<file path="config.mk">
export PLATFORM = sky130hd
export DESIGN_NAME = ext_pipe
export DESIGN_NICKNAME = d
export VERILOG_FILES = /design/src/rtl/ext_pipe.sv
export SDC_FILE = /design/constraint.sdc
export NUM_CORES = 1
export LEC_CHECK = 0
export CAP_MARGIN = 0
export CORE_AREA = 4 4 73 75
export DETAILED_ROUTE_END_ITERATION = 12
export DIE_AREA = 0 0 77 79
export GPL_ROUTABILITY_DRIVEN = 0
export GPL_TIMING_DRIVEN = 0
export PLACE_DENSITY = 0.73
export SLEW_MARGIN = 20
export SYNTH_ARGS = -nofsm -noshare
export SYNTH_HDL_FRONTEND = slang
export SYNTH_SLANG_ARGS = --single-unit
export TNS_END_PERCENT = 100
</file>
<file path="constraint.sdc">
create_clock -name clk_50 -period 1.6 [get_ports clk_50]
set_input_delay 0.24 -clock clk_50 [delete_from_list [all_inputs] [get_ports clk_50]]
set_output_delay 0.24 -clock clk_50 [all_outputs]
set_load 0.01 [all_outputs]
</file>
<file path="src/rtl/ext_pipe.sv">
// ext_pipe: two-stage valid/ready immediate-extension unit.
//   Picks a low-order field of in_data (5/6/8/9/11/IN_W bits by width_sel),
//   sign- or zero-extends it to OUT_W, and optionally shifts it left by one.
//   width_sel 6/7 is illegal: the word still flows, with out_data=0 and out_err=1.
//   out_ovf flags a significant bit lost by the shift.
// Ports:
//   clk_50, rst                   clock, async active-high reset
//   in_valid/in_ready/in_data     input handshake and source word
//   width_sel, sext, lshf         field select, sign/zero extend, shift-left-by-1
//   out_valid/out_ready           output handshake
//   out_data, out_err, out_ovf    result and per-transaction sideband flags
module ext_pipe #(
    parameter int IN_W  = 16,   // >= 11
    parameter int OUT_W = 16    // >= IN_W
) (
    input  logic             clk_50,
    input  logic             rst,
    input  logic             in_valid,
    output logic             in_ready,
    input  logic [IN_W-1:0]  in_data,
    input  logic [2:0]       width_sel,
    input  logic             sext,
    input  logic             lshf,
    output logic             out_valid,
    input  logic             out_ready,
    output logic [OUT_W-1:0] out_data,
    output logic             out_err,
    output logic             out_ovf
);
    localparam int STAGES = 2;

    // vld_pipe[1]: stage 1 holds a word; vld_pipe[2]: output register valid
    logic [STAGES:1] vld_pipe;
    logic [IN_W-1:0] s1_data;
    logic [2:0]      s1_wsel;
    logic            s1_sext;
    logic            s1_lshf;

    logic s2_free, in_fire;

    assign out_valid = vld_pipe[2];
    assign s2_free   = !vld_pipe[2] || out_ready;
    assign in_ready  = !vld_pipe[1] || s2_free;
    assign in_fire   = in_valid && in_ready;

    // Extension datapath, fed only from stage-1 registers
    logic [OUT_W-1:0] src, mask, ext, shifted;
    logic [OUT_W-1:0] res_data;
    logic             sign, illegal, ovf, res_err, res_ovf;

    assign src = OUT_W'(s1_data);

    always_comb begin
        mask    = '0;
        sign    = 1'b0;
        illegal = 1'b0;
        case (s1_wsel)
            3'd0: begin mask = ~({OUT_W{1'b1}} << 5);    sign = s1_data[4];      end
            3'd1: begin mask = ~({OUT_W{1'b1}} << 6);    sign = s1_data[5];      end
            3'd2: begin mask = ~({OUT_W{1'b1}} << 8);    sign = s1_data[7];      end
            3'd3: begin mask = ~({OUT_W{1'b1}} << 9);    sign = s1_data[8];      end
            3'd4: begin mask = ~({OUT_W{1'b1}} << 11);   sign = s1_data[10];     end
            // shift by OUT_W yields 0, so mask is all ones when IN_W == OUT_W
            3'd5: begin mask = ~({OUT_W{1'b1}} << IN_W); sign = s1_data[IN_W-1]; end
            default: illegal = 1'b1;
        endcase
    end

    // Upper bits past the field are filled with the field's sign when sext is set
    assign ext     = (src & mask) | ((s1_sext && sign) ? ~mask : '0);
    assign shifted = s1_lshf ? {ext[OUT_W-2:0], 1'b0} : ext;
    // Signed: top two bits differ means doubled value leaves the signed range.
    // Unsigned: a set MSB is simply shifted out.
    assign ovf      = s1_lshf && (s1_sext ? (ext[OUT_W-1] ^ ext[OUT_W-2]) : ext[OUT_W-1]);
    assign res_data = illegal ? '0 : shifted;
    assign res_err  = illegal;
    assign res_ovf  = !illegal && ovf;

    always_ff @(posedge clk_50 or posedge rst) begin
        if (rst) begin
            vld_pipe <= '0;
            s1_data  <= '0;
            s1_wsel  <= '0;
            s1_sext  <= 1'b0;
            s1_lshf  <= 1'b0;
            out_data <= '0;
            out_err  <= 1'b0;
            out_ovf  <= 1'b0;
        end else begin
            // Stage 1: load on input transfer, empty when its word moves on
            if (in_fire) begin
                vld_pipe[1] <= 1'b1;
                s1_data     <= in_data;
                s1_wsel     <= width_sel;
                s1_sext     <= sext;
                s1_lshf     <= lshf;
            end else if (s2_free) begin
                vld_pipe[1] <= 1'b0;
            end
            // Stage 2: output fields only change when the register is free
            if (s2_free) begin
                vld_pipe[2] <= vld_pipe[1];
                if (vld_pipe[1]) begin
                    out_data <= res_data;
                    out_err  <= res_err;
                    out_ovf  <= res_ovf;
                end
            end
        end
    end
endmodule

</file>
==> metrics.cfg <==
[clock_network]
cts_tree = yes
ctsHoldBuffers = 0
cts.htree.levels = 2
cts_made_buffers = 5
clkTransAtPathRegs_ns = 0.08
clockBufferDepth = 2
clockRootBuffer = clkbuf_8
clock_latency_ns = 0.30
cts.sinks = 41

[timing]
fin_crit_sh_pct = 108
relSlewSlack_pct = 63.5
maxSlewViolCount = 0
setup_viol = 10
tightest_slew_ns = 0.548
max_freq_ghz = 0.581
worst_slack_ns = -0.122
min_period_ns = 1.72
finalHoldViolCount = 0
fin_worst_skew_ns = 0.00795
whs_ns = 0.267
rsz0062_at_grt = yes

[grt]
grtUsageMet2_pct = 27.4
globalRouteTotalUtil_pct = 16.3
antenna_found_initial = 0
use_met3_pct = 3.40
grt_pass1_wl_mm = 7.82
grt_max_degree = 24
grt_overflow = 0
met1_usage_pct = 20.5
grt.busiest_layer = met2
grt_pass1_vias = 1619

[critical_path]
crit_required_ns = 1.78
arrival_ns = 1.90
end_kind = flip-flop
path_class = flip-flop to flip-flop
path_max_fanout = 5
reg2reg_depth = 5
start_kind = flip-flop

[floorplanning]
die_x_um = 77
coreArea_um2 = 4660
start_util_pct = 43.5
ios = 45
rows = 25
die_area_um2 = 6080
die_y_um = 79

[placement]
dp_hpwl_mm = 3.21
placed_cell_area_um2 = 2570
port_buffers = 44

[logic_synthesis]
yosys.area.top_type_share_pct = 50.6
syn_nets = 203
synthesis.area_um2 = 2030
ys_top_cells_by_area = dfrtp_1 (51%), mux2_2 (13%), nand2_1 (3.7%), a21oi_1 (2.7%), a221o_1 (2.0%)
synthXorXnorAreaFrac_pct = 0.432
synth_cell_types = 42
synthMuxAreaShare_pct = 16.0
synth-adder-area-share_pct = 0
synthCells = 178
synthSimpleGateAreaFrac_pct = 13.8
synth_common_cells = dfrtp_1 (41), mux2_2 (24), nand2_1 (20)
synth_flop_cell = dfrtp_1
synth_largest_area_cell = dfrtp_1
yosysMostFrequentCell = dfrtp_1
ys_ff_latch = 41
synth_compound_area_share_pct = 15.4
synth_top_family_by_area = multiplexers
synth-warning-count = 0
synth-seq-area-share_pct = 50.6
syn_avg_cell_area_um2 = 11.4
async_flop_share_pct = 100
synth_edf_count = 0

[job]
maxCapViolCount = 0

[route]
first_pass_iters = 4
drt_iter0_drc = 59
wirelength_mm = 4.63
num_vias = 1622
wire_per_inst_um = 16.0
drc = 0
via_per_inst = 5.59
ant_nets = 0

[layout]
diodes = 0
postLayoutCellArea_um2 = 2770
syn_to_final_growth_pct = 36.4
drive_gt1_share_pct = 25.4
final_nets = 260
fillCellCount = 406

[status]
status = finished with violations
violations = setup timing

[pwr]
power_density_nw_per_um2 = 1160
irDropWorstVdd_uv = 434
leakagePower_nw = 1.17

[worst_hold_path]
min_path_type = primary input to asynchronous set/reset pin

-- power by group --
part | switching [mW] | leakage (nW) | total (mW) | internal [mW]
registers | 0.157 | 0.493 | 1.39 | 1.23
clock network | 0.342 | 0.0542 | 0.732 | 0.389
logic | 0.467 | 0.622 | 1.07 | 0.607
-- cell type report --
cell class	instances	area [um^2]	share of cell area, %
flip-flops and latches	41	1030	37.1
well taps	54	67.6	2.44
repair buffers	51	519	18.8
plain buffers	12	71.3	2.58
clock buffers	7	96.3	3.48
inverters	2	7.51	0.271
clock inverters	1	5.00	0.181
multi-input cells	122	971	35.1
-- worst max-delay path, cell delays in order, from the launching register on --
cell and delay (ns):
dfrtp_2 0.44, mux2_4 0.32, a221oi_4 0.32, buf_6 0.16, nor2_2 0.05, a221o_1 0.30
-- cell families (layout without fill, tap and decap cells) --
kind of cell / after synthesis / count (layout)
compound gates: 40 / 40
xor+xnor: 1 / 1
mux: 29 / 29
simple gates: 52 / 52
buf+inv: 15 / 73
flops: 41 / 41
-- metal layers --
metal  wire length, um  share of wire [%]  vias to the layer above
li1                  -                  -                      763
met2              2220                 48                       62
met1              2020                 44                      784
met3               270                5.8                       13
met4               114                2.5                        0
met5                 0                  0                        -
-- worst paths after layout --
check,start,to,slack [ns]
max,s1_wsel[1]$_DFFE_PP0P_,out_data[9]$_DFFE_PP0P_,-0.12
min,rst,out_data[0]$_DFFE_PP0P_,0.27
max reg2reg,s1_wsel[1]$_DFFE_PP0P_,out_data[9]$_DFFE_PP0P_,-0.12
min reg2reg,out_data[1]$_DFFE_PP0P_,out_data[1]$_DFFE_PP0P_,0.48
max in group asynchronous,rst,s1_wsel[1]$_DFFE_PP0P_,0.87
min in group clk_50,out_data[1]$_DFFE_PP0P_,out_data[1]$_DFFE_PP0P_,0.48
-- placed cells by master, fill, tap and decap left out, drive strengths merged, types with 2 or more instances in the layout --
cell	instances
clkdlybuf4s50	43
dfrtp	41
mux2	25
nand2	20
buf	14
clkbuf	12
a21oi	11
o21ai	8
nand2b	6
nor2b	4
a211o	4
mux2i	4
a221o	4
nand3	4
nand3b	3
nor2	3
nor4	3
nor3	3
o211ai	2
o221ai	2
inv	2
-- registers in the layout (all words and copies together) (netlist names) --
signal    flops
out_ovf       1
vld_pipe      2
out_err       1
s1_data      16
out_data     16
s1_sext       1
s1_lshf       1
s1_wsel       3
-- timing repair --
action | CTS | global route
gates resized for setup | 11 | 9
cloned | 0 | 0
endpoints found under the setup margin | 11 | 35
pin swaps | 5 | 2
buffers inserted | 4 | 2
-- stage by stage --
step	total power [mW]	std cells	TNS [ns]	util, %	setup WS (ns)
after floorplan	1.95	178	-0.0582	-	-0.0196
after global placement	2.37	276	-26.62	54.5	-0.611
after detailed placement	2.40	277	-8.97	55.1	-0.650
after CTS	3.20	288	-0.578	58.6	-0.0824
after global routing	3.39	290	-1.46	59.3	-0.179
final	3.20	290	-0.677	59.3	-0.122
Power figures use the tool's default switching activity.
